$ cat src/rtl/pc_redirect_unit_if.sv
// pc_redirect_unit_if: bundle between the EX/hazard side and the PC redirect unit.
//   master : EX/hazard side. Drives pc_src, jump, target_addr, stall and fetch_ready.
//            Observes pc_out, pc_plus4, the two flushes, misalign_err and the counters.
//   slave  : the redirect unit. Directions are the reverse of master.
interface pc_redirect_unit_if;
  logic        pc_src;
  logic        jump;
  logic [31:0] target_addr;
  logic        stall;
  logic        fetch_ready;
  logic [31:0] pc_out;
  logic [31:0] pc_plus4;
  logic        flush_if_id;
  logic        flush_id_ex;
  logic        misalign_err;
  logic [31:0] taken_cnt;
  logic [31:0] jump_cnt;

  modport master (
    output pc_src, jump, target_addr, stall, fetch_ready,
    input  pc_out, pc_plus4, flush_if_id, flush_id_ex, misalign_err, taken_cnt, jump_cnt
  );

  modport slave (
    input  pc_src, jump, target_addr, stall, fetch_ready,
    output pc_out, pc_plus4, flush_if_id, flush_id_ex, misalign_err, taken_cnt, jump_cnt
  );
endinterface

$ cat src/rtl/pc_redirect_unit.sv
// pc_redirect_unit: fetch PC register with branch/jump redirect and a one-entry pending target.
//
// Ports:
//   i_clk    : clock. All state changes on the rising edge.
//   i_rst_n  : asynchronous active-low reset.
//   io_rdr   : pc_redirect_unit_if.slave.
//              Inputs : pc_src, jump, target_addr, stall, fetch_ready.
//              Outputs: pc_out (registered), pc_plus4 and the flushes (combinational),
//                       misalign_err (registered pulse), taken_cnt and jump_cnt.
// Parameter:
//   RESET_PC : fetch address loaded on reset.
// Configuration:
//   PC_REDIRECT_STATS_EN : when defined, the saturating taken/jump counters are built.
//                          When undefined, both counter outputs are tied to zero.
module pc_redirect_unit #(
  parameter logic [31:0] RESET_PC = 32'h0000_0000
) (
  input logic              i_clk,
  input logic              i_rst_n,
  pc_redirect_unit_if.slave io_rdr
);

  typedef enum logic {StIdle, StPending} state_e;

  state_e      r_state;
  state_e      w_state_next;
  logic [31:0] r_pc;
  logic [31:0] w_pc_next;
  logic [31:0] r_pending_tgt;
  logic [31:0] w_pending_next;
  logic        r_misalign;
  logic        w_misalign_next;
  logic        w_redirect;
  logic [31:0] w_tgt_aligned;

  assign w_redirect    = io_rdr.pc_src | io_rdr.jump;
  assign w_tgt_aligned = {io_rdr.target_addr[31:2], 2'b00};

  // State register.
  always_ff @(posedge i_clk or negedge i_rst_n) begin
    if (!i_rst_n) begin
      r_state <= StIdle;
    end else begin
      r_state <= w_state_next;
    end
  end

  // Next state. A redirect that memory cannot accept yet parks in PENDING.
  // A later redirect with fetch_ready set goes straight back to IDLE.
  always_comb begin
    w_state_next = r_state;
    unique case (r_state)
      StIdle: begin
        if (w_redirect && !io_rdr.fetch_ready) w_state_next = StPending;
      end
      StPending: begin
        if (io_rdr.fetch_ready) w_state_next = StIdle;
      end
      default: w_state_next = StIdle;
    endcase
  end

  // Datapath next values. A redirect wins over both stall and any pending target.
  // Stall is honoured only for sequential fetch in IDLE.
  always_comb begin
    w_pc_next       = r_pc;
    w_pending_next  = r_pending_tgt;
    w_misalign_next = w_redirect && (io_rdr.target_addr[1:0] != 2'b00);
    if (w_redirect) begin
      w_pending_next = w_tgt_aligned;
      if (io_rdr.fetch_ready) w_pc_next = w_tgt_aligned;
    end else if (r_state == StPending) begin
      if (io_rdr.fetch_ready) w_pc_next = r_pending_tgt;
    end else if (!io_rdr.stall && io_rdr.fetch_ready) begin
      w_pc_next = r_pc + 32'd4;
    end
  end

  always_ff @(posedge i_clk or negedge i_rst_n) begin
    if (!i_rst_n) begin
      r_pc          <= RESET_PC;
      r_pending_tgt <= 32'h0;
      r_misalign    <= 1'b0;
    end else begin
      r_pc          <= w_pc_next;
      r_pending_tgt <= w_pending_next;
      r_misalign    <= w_misalign_next;
    end
  end

  assign io_rdr.pc_out       = r_pc;
  assign io_rdr.pc_plus4     = r_pc + 32'd4;
  assign io_rdr.flush_if_id  = w_redirect;
  assign io_rdr.flush_id_ex  = w_redirect;
  assign io_rdr.misalign_err = r_misalign;

`ifdef PC_REDIRECT_STATS_EN
  logic [31:0] r_taken_cnt;
  logic [31:0] r_jump_cnt;

  // Both counters step when pc_src and jump are set in the same cycle.
  always_ff @(posedge i_clk or negedge i_rst_n) begin
    if (!i_rst_n) begin
      r_taken_cnt <= 32'h0;
      r_jump_cnt  <= 32'h0;
    end else begin
      if (io_rdr.pc_src && (r_taken_cnt != 32'hFFFF_FFFF)) r_taken_cnt <= r_taken_cnt + 32'd1;
      if (io_rdr.jump && (r_jump_cnt != 32'hFFFF_FFFF))    r_jump_cnt  <= r_jump_cnt + 32'd1;
    end
  end

  assign io_rdr.taken_cnt = r_taken_cnt;
  assign io_rdr.jump_cnt  = r_jump_cnt;
`else
  assign io_rdr.taken_cnt = 32'h0;
  assign io_rdr.jump_cnt  = 32'h0;
`endif

endmodule

$ cat src/flat_wrapper.sv
// flat-port wrapper written by rule: the top's interface ports become plain ports
module pc_redirect_unit_flat 
#(
  parameter logic [31:0] RESET_PC = 32'h0000_0000
)
  (i_clk, i_rst_n, io_rdr_pc_src, io_rdr_jump, io_rdr_target_addr, io_rdr_stall, io_rdr_fetch_ready, io_rdr_pc_out, io_rdr_pc_plus4, io_rdr_flush_if_id, io_rdr_flush_id_ex, io_rdr_misalign_err, io_rdr_taken_cnt, io_rdr_jump_cnt);
  pc_redirect_unit_if io_rdr_i ();
  input logic i_clk;
  input logic i_rst_n;
  input wire logic [$bits(io_rdr_i.pc_src)-1:0] io_rdr_pc_src;
  input wire logic [$bits(io_rdr_i.jump)-1:0] io_rdr_jump;
  input wire logic [$bits(io_rdr_i.target_addr)-1:0] io_rdr_target_addr;
  input wire logic [$bits(io_rdr_i.stall)-1:0] io_rdr_stall;
  input wire logic [$bits(io_rdr_i.fetch_ready)-1:0] io_rdr_fetch_ready;
  output wire logic [$bits(io_rdr_i.pc_out)-1:0] io_rdr_pc_out;
  output wire logic [$bits(io_rdr_i.pc_plus4)-1:0] io_rdr_pc_plus4;
  output wire logic [$bits(io_rdr_i.flush_if_id)-1:0] io_rdr_flush_if_id;
  output wire logic [$bits(io_rdr_i.flush_id_ex)-1:0] io_rdr_flush_id_ex;
  output wire logic [$bits(io_rdr_i.misalign_err)-1:0] io_rdr_misalign_err;
  output wire logic [$bits(io_rdr_i.taken_cnt)-1:0] io_rdr_taken_cnt;
  output wire logic [$bits(io_rdr_i.jump_cnt)-1:0] io_rdr_jump_cnt;
  assign io_rdr_i.pc_src = io_rdr_pc_src;
  assign io_rdr_i.jump = io_rdr_jump;
  assign io_rdr_i.target_addr = io_rdr_target_addr;
  assign io_rdr_i.stall = io_rdr_stall;
  assign io_rdr_i.fetch_ready = io_rdr_fetch_ready;
  assign io_rdr_pc_out = io_rdr_i.pc_out;
  assign io_rdr_pc_plus4 = io_rdr_i.pc_plus4;
  assign io_rdr_flush_if_id = io_rdr_i.flush_if_id;
  assign io_rdr_flush_id_ex = io_rdr_i.flush_id_ex;
  assign io_rdr_misalign_err = io_rdr_i.misalign_err;
  assign io_rdr_taken_cnt = io_rdr_i.taken_cnt;
  assign io_rdr_jump_cnt = io_rdr_i.jump_cnt;
  pc_redirect_unit #(.RESET_PC(RESET_PC)) u_core (.i_clk(i_clk), .i_rst_n(i_rst_n), .io_rdr(io_rdr_i));
endmodule
$ cat config.mk
export PLATFORM = sky130hd
export DESIGN_NAME = pc_redirect_unit_flat
export DESIGN_NICKNAME = d
export VERILOG_FILES = /design/src/rtl/pc_redirect_unit_if.sv /design/src/rtl/pc_redirect_unit.sv /design/src/flat_wrapper.sv
export SDC_FILE = /design/constraint.sdc
export NUM_CORES = 1
export LEC_CHECK = 0
export ABC_AREA = 1
export ABC_CLOCK_PERIOD_IN_PS = 3200
export BUFFER_PORTS_ARGS = -buffer_cell sky130_fd_sc_hd__buf_2
export CAP_MARGIN = 20
export CORE_MARGIN = 1
export CORE_UTILIZATION = 40
export DETAILED_ROUTE_END_ITERATION = 16
export PLACE_DENSITY = 0.68
export SETUP_SLACK_MARGIN = 0.2
export SLEW_MARGIN = 20
export SYNTH_ARGS = -nofsm -noshare
export SYNTH_HDL_FRONTEND = slang
export SYNTH_SLANG_ARGS = --single-unit
$ cat constraint.sdc
create_clock -name i_clk -period 3.2 [get_ports i_clk]
set_input_delay 0.8 -clock i_clk [delete_from_list [all_inputs] [get_ports i_clk]]
set_output_delay 0.8 -clock i_clk [all_outputs]
set_load 0.02 [all_outputs]
==> results.cfg <==
[power]
cellLeakagePower_nw = 2.54
vdd.ir_drop.worst_mv = 0.294
power.density_cell_area_nw_per_um2 = 500

[critical_path]
crit_path_max_fanout = 4
reg2reg_from = u_core.r_state$_DFF_PN0_
worst-setup-path-type = register to primary output
worst-endpoint-required_ps = 2400
timing.critical_path.arrival_ps = 1900
setup.reg_to_reg.worst_slack_ps = 1300
critPathCaptureType = primary output
crit-reg2reg-capture = u_core.io_rdr.pc_out[2]$_DFFE_PN0P_
number_of_cells_on_the_worst_reg_to_reg_path = 6
worst_setup_path_start_kind = register

[grt]
globalRoute.busiestLayer = met2
grt_start_max_net_pins = 62
grt_antenna_before_repair = 0
first_global_vias = 3638
met1_capacity_usage_during_global_routing = 0.251
grt_met2_use = 0.326
met3_usage = 0.0386
grt.overflow.total = 0
grt.total_usage = 0.196
grt_first_pass_wirelength_microns = 17400

[detailed_routing]
drt_iter0_markers = 136
total_via_count_after_detailed_routing = 3921
detail-route-antenna-nets = 0
firstDrtPassIters = 5
postRouteWirelength_microns = 10500
wl_per_cell_microns = 12.5
remaining_drc_errors = 0
post_drt_via_cell_ratio = 4.66

[floorplanning]
io_pins = 169
die-height_microns = 106
core.rowCount = 37
fp.dieArea_sq_um = 11300
core_area_sq_um = 10400
die_w_microns = 106
initial_core_util = 0.416

[place]
place_worst_setup_slack_ps = 852
gp_routability_congestion = 0.866
dp.final_hpwl_microns = 7830
port-buffer-count = 100

[cells_and_area]
syn_to_final_growth_pct = 12.0
fillCellCount = 1111
ratio_of_cells_with_drive_above_1_in_the_final_layout = 0.210
layout.core_utilization = 0.466
n_antenna_cell = 0
nets = 739

[sta]
final-setup-viol-count = 0
maxClockFrequency_mhz = 371
ratio_of_final_minimum_period_to_clock_period = 0.843
fin_setup_tns_ps = 0
timing_max_transition_violations_final = 0
grt_setup_unrepaired = false
finalClockSkew_ps = 9.81
slew_headroom = 0.437
hold_viol_final = 0
finalWorstSetupSlack_ps = 504
worstMarginPinSlew_ps = 845
fin_crit_ps = 2700

[clock_tree]
postCtsSetupBuffers = 0
cts_buffer_depth = 2
tritoncts = built
cts_root_buf = clkbuf_8
ctsHoldBuffers = 0
clock-sinks = 62
clkTransAtPathRegs_ps = 70
clk_latency_ps = 350
cts_made_buffers = 9
htree_levels = 3
postCtsResizedCells = 0

[logic_synthesis]
synth-seq-cells = 62
synth.lib_cells_used.distinct = 29
post_synth_instance_area_sq_um = 4330
netlist.area_leader.share = 0.358
syn-mean-instance-area_sq_um = 7.09
ys_seq_area_frac = 0.358
synth.area.top_cells = dfrtp_1 36%, buf_4 12%, nand2_1 12%
synthesis.instances = 611
yosys_warnings = 0
synth_largest_area_cell = dfrtp_1

[min_path]
min-delay-path-class = primary input to async pin

[job]
max-cap-violations = 0

[status]
status = finished, final reports clean
[cell families (layout without fill, tap and decap cells)]
family	count (synthesis)	after routing	synth area share
compound gates	141	141	0.165
xor+xnor	7	7	0.0141
fa+ha+maj	1	1	0.00289
buf+inv	155	182	0.203
flops	62	62	0.358
other cells	1	68	0.000865
simple gates	244	244	0.256
[worst max path at each step]
| stage | startpoint | end | slack (ps) |
|---|---|---|---|
| 5_1_grt | u_core.io_rdr.pc_out[3]$_DFFE_PN0P_ | io_rdr_pc_plus4[28] | 340 |
| 4_1_cts | u_core.io_rdr.pc_out[3]$_DFFE_PN0P_ | io_rdr_pc_plus4[24] | 480 |
| 6_report | u_core.io_rdr.pc_out[3]$_DFFE_PN0P_ | io_rdr_pc_plus4[16] | 500 |
| 3_5_place_dp | io_rdr_jump | io_rdr_flush_id_ex | 850 |
| 2_1_floorplan | io_rdr_jump | io_rdr_flush_if_id | 580 |
| 3_3_place_gp | io_rdr_jump | io_rdr_flush_if_id | 870 |
[final cells by class]
| cell class | count | area, sq um | area share |
|---|---|---|---|
| clock buffers | 12 | 155 | 0.0320 |
| repair buffers | 104 | 543 | 0.112 |
| inverters | 62 | 235 | 0.0485 |
| clock inverters | 4 | 45.0 | 0.00928 |
| multi-input cells | 461 | 2150 | 0.444 |
| flip-flops and latches | 62 | 1550 | 0.320 |
| well taps | 136 | 170 | 0.0351 |
[synth_stat cells, drive strengths merged]
| master | instances |
|---|---|
| a21oi | 80 |
| a31oi | 5 |
| and2 | 2 |
| buf | 80 |
| clkbuf | 13 |
| conb | 1 |
| dfrtp | 62 |
| ha | 1 |
| inv | 62 |
| nand2 | 143 |
| nand3 | 24 |
| nand3b | 2 |
| nand4 | 1 |
| nor2 | 71 |
| o21a | 1 |
| o21ai | 55 |
| or2 | 1 |
| xnor2 | 4 |
| xor2 | 3 |
[critical path, stage by stage (launching register included)]
cell and delay, ps:
dfrtp_1 390, ha_1 190, nand2_1 100, nor2_4 170, nand2_2 120, nor2_2 200
nand2_1 70, nand2_1 120, buf_2 180
[where the power goes]
group	switching [W]	internal, W	leakage, nW
clock	0.000310	0.000399	0.106
combinational	0.000534	0.000218	1.71
sequential	0.0000987	0.000867	0.719
total	0.000942	0.00148	2.54
[through the flow]
step	power (W)	area, sq um	hold WS (ps)	cells
after floorplan	0.00155	4580	504	678
after global placement	0.00172	4650	521	825
after detailed placement	0.00173	4650	527	825
after CTS	0.00245	4850	217	841
after global routing	0.00258	4850	218	841
final	0.00243	4850	233	841
[placed cells by master (no fill, tap or decap), drive strengths merged, types with 12 or more instances in the layout]
cell type	Yosys	layout
inv	62	62
dfrtp	62	62
nand3	24	24
buf	80	104
nand2	143	143
o21ai	55	55
conb	1	68
a21oi	80	80
nor2	71	71
clkbuf	13	12
[sequential cells by signal (all words and copies together) (netlist names)]
| signal | flops |
|---|---|
| u_core.r_state | 1 |
| u_core.io_rdr.pc_out | 30 |
| u_core.io_rdr.misalign_err | 1 |
| u_core.r_pending_tgt | 30 |
[per-layer routing]
metal | vias to the layer above | part of all wire
met5 | - | 0
met4 | 0 | 0.021
met3 | 19 | 0.054
met2 | 128 | 0.47
met1 | 1794 | 0.45
li1 | 1980 | -
No activity file was read; power rests on OpenSTA's default activity.
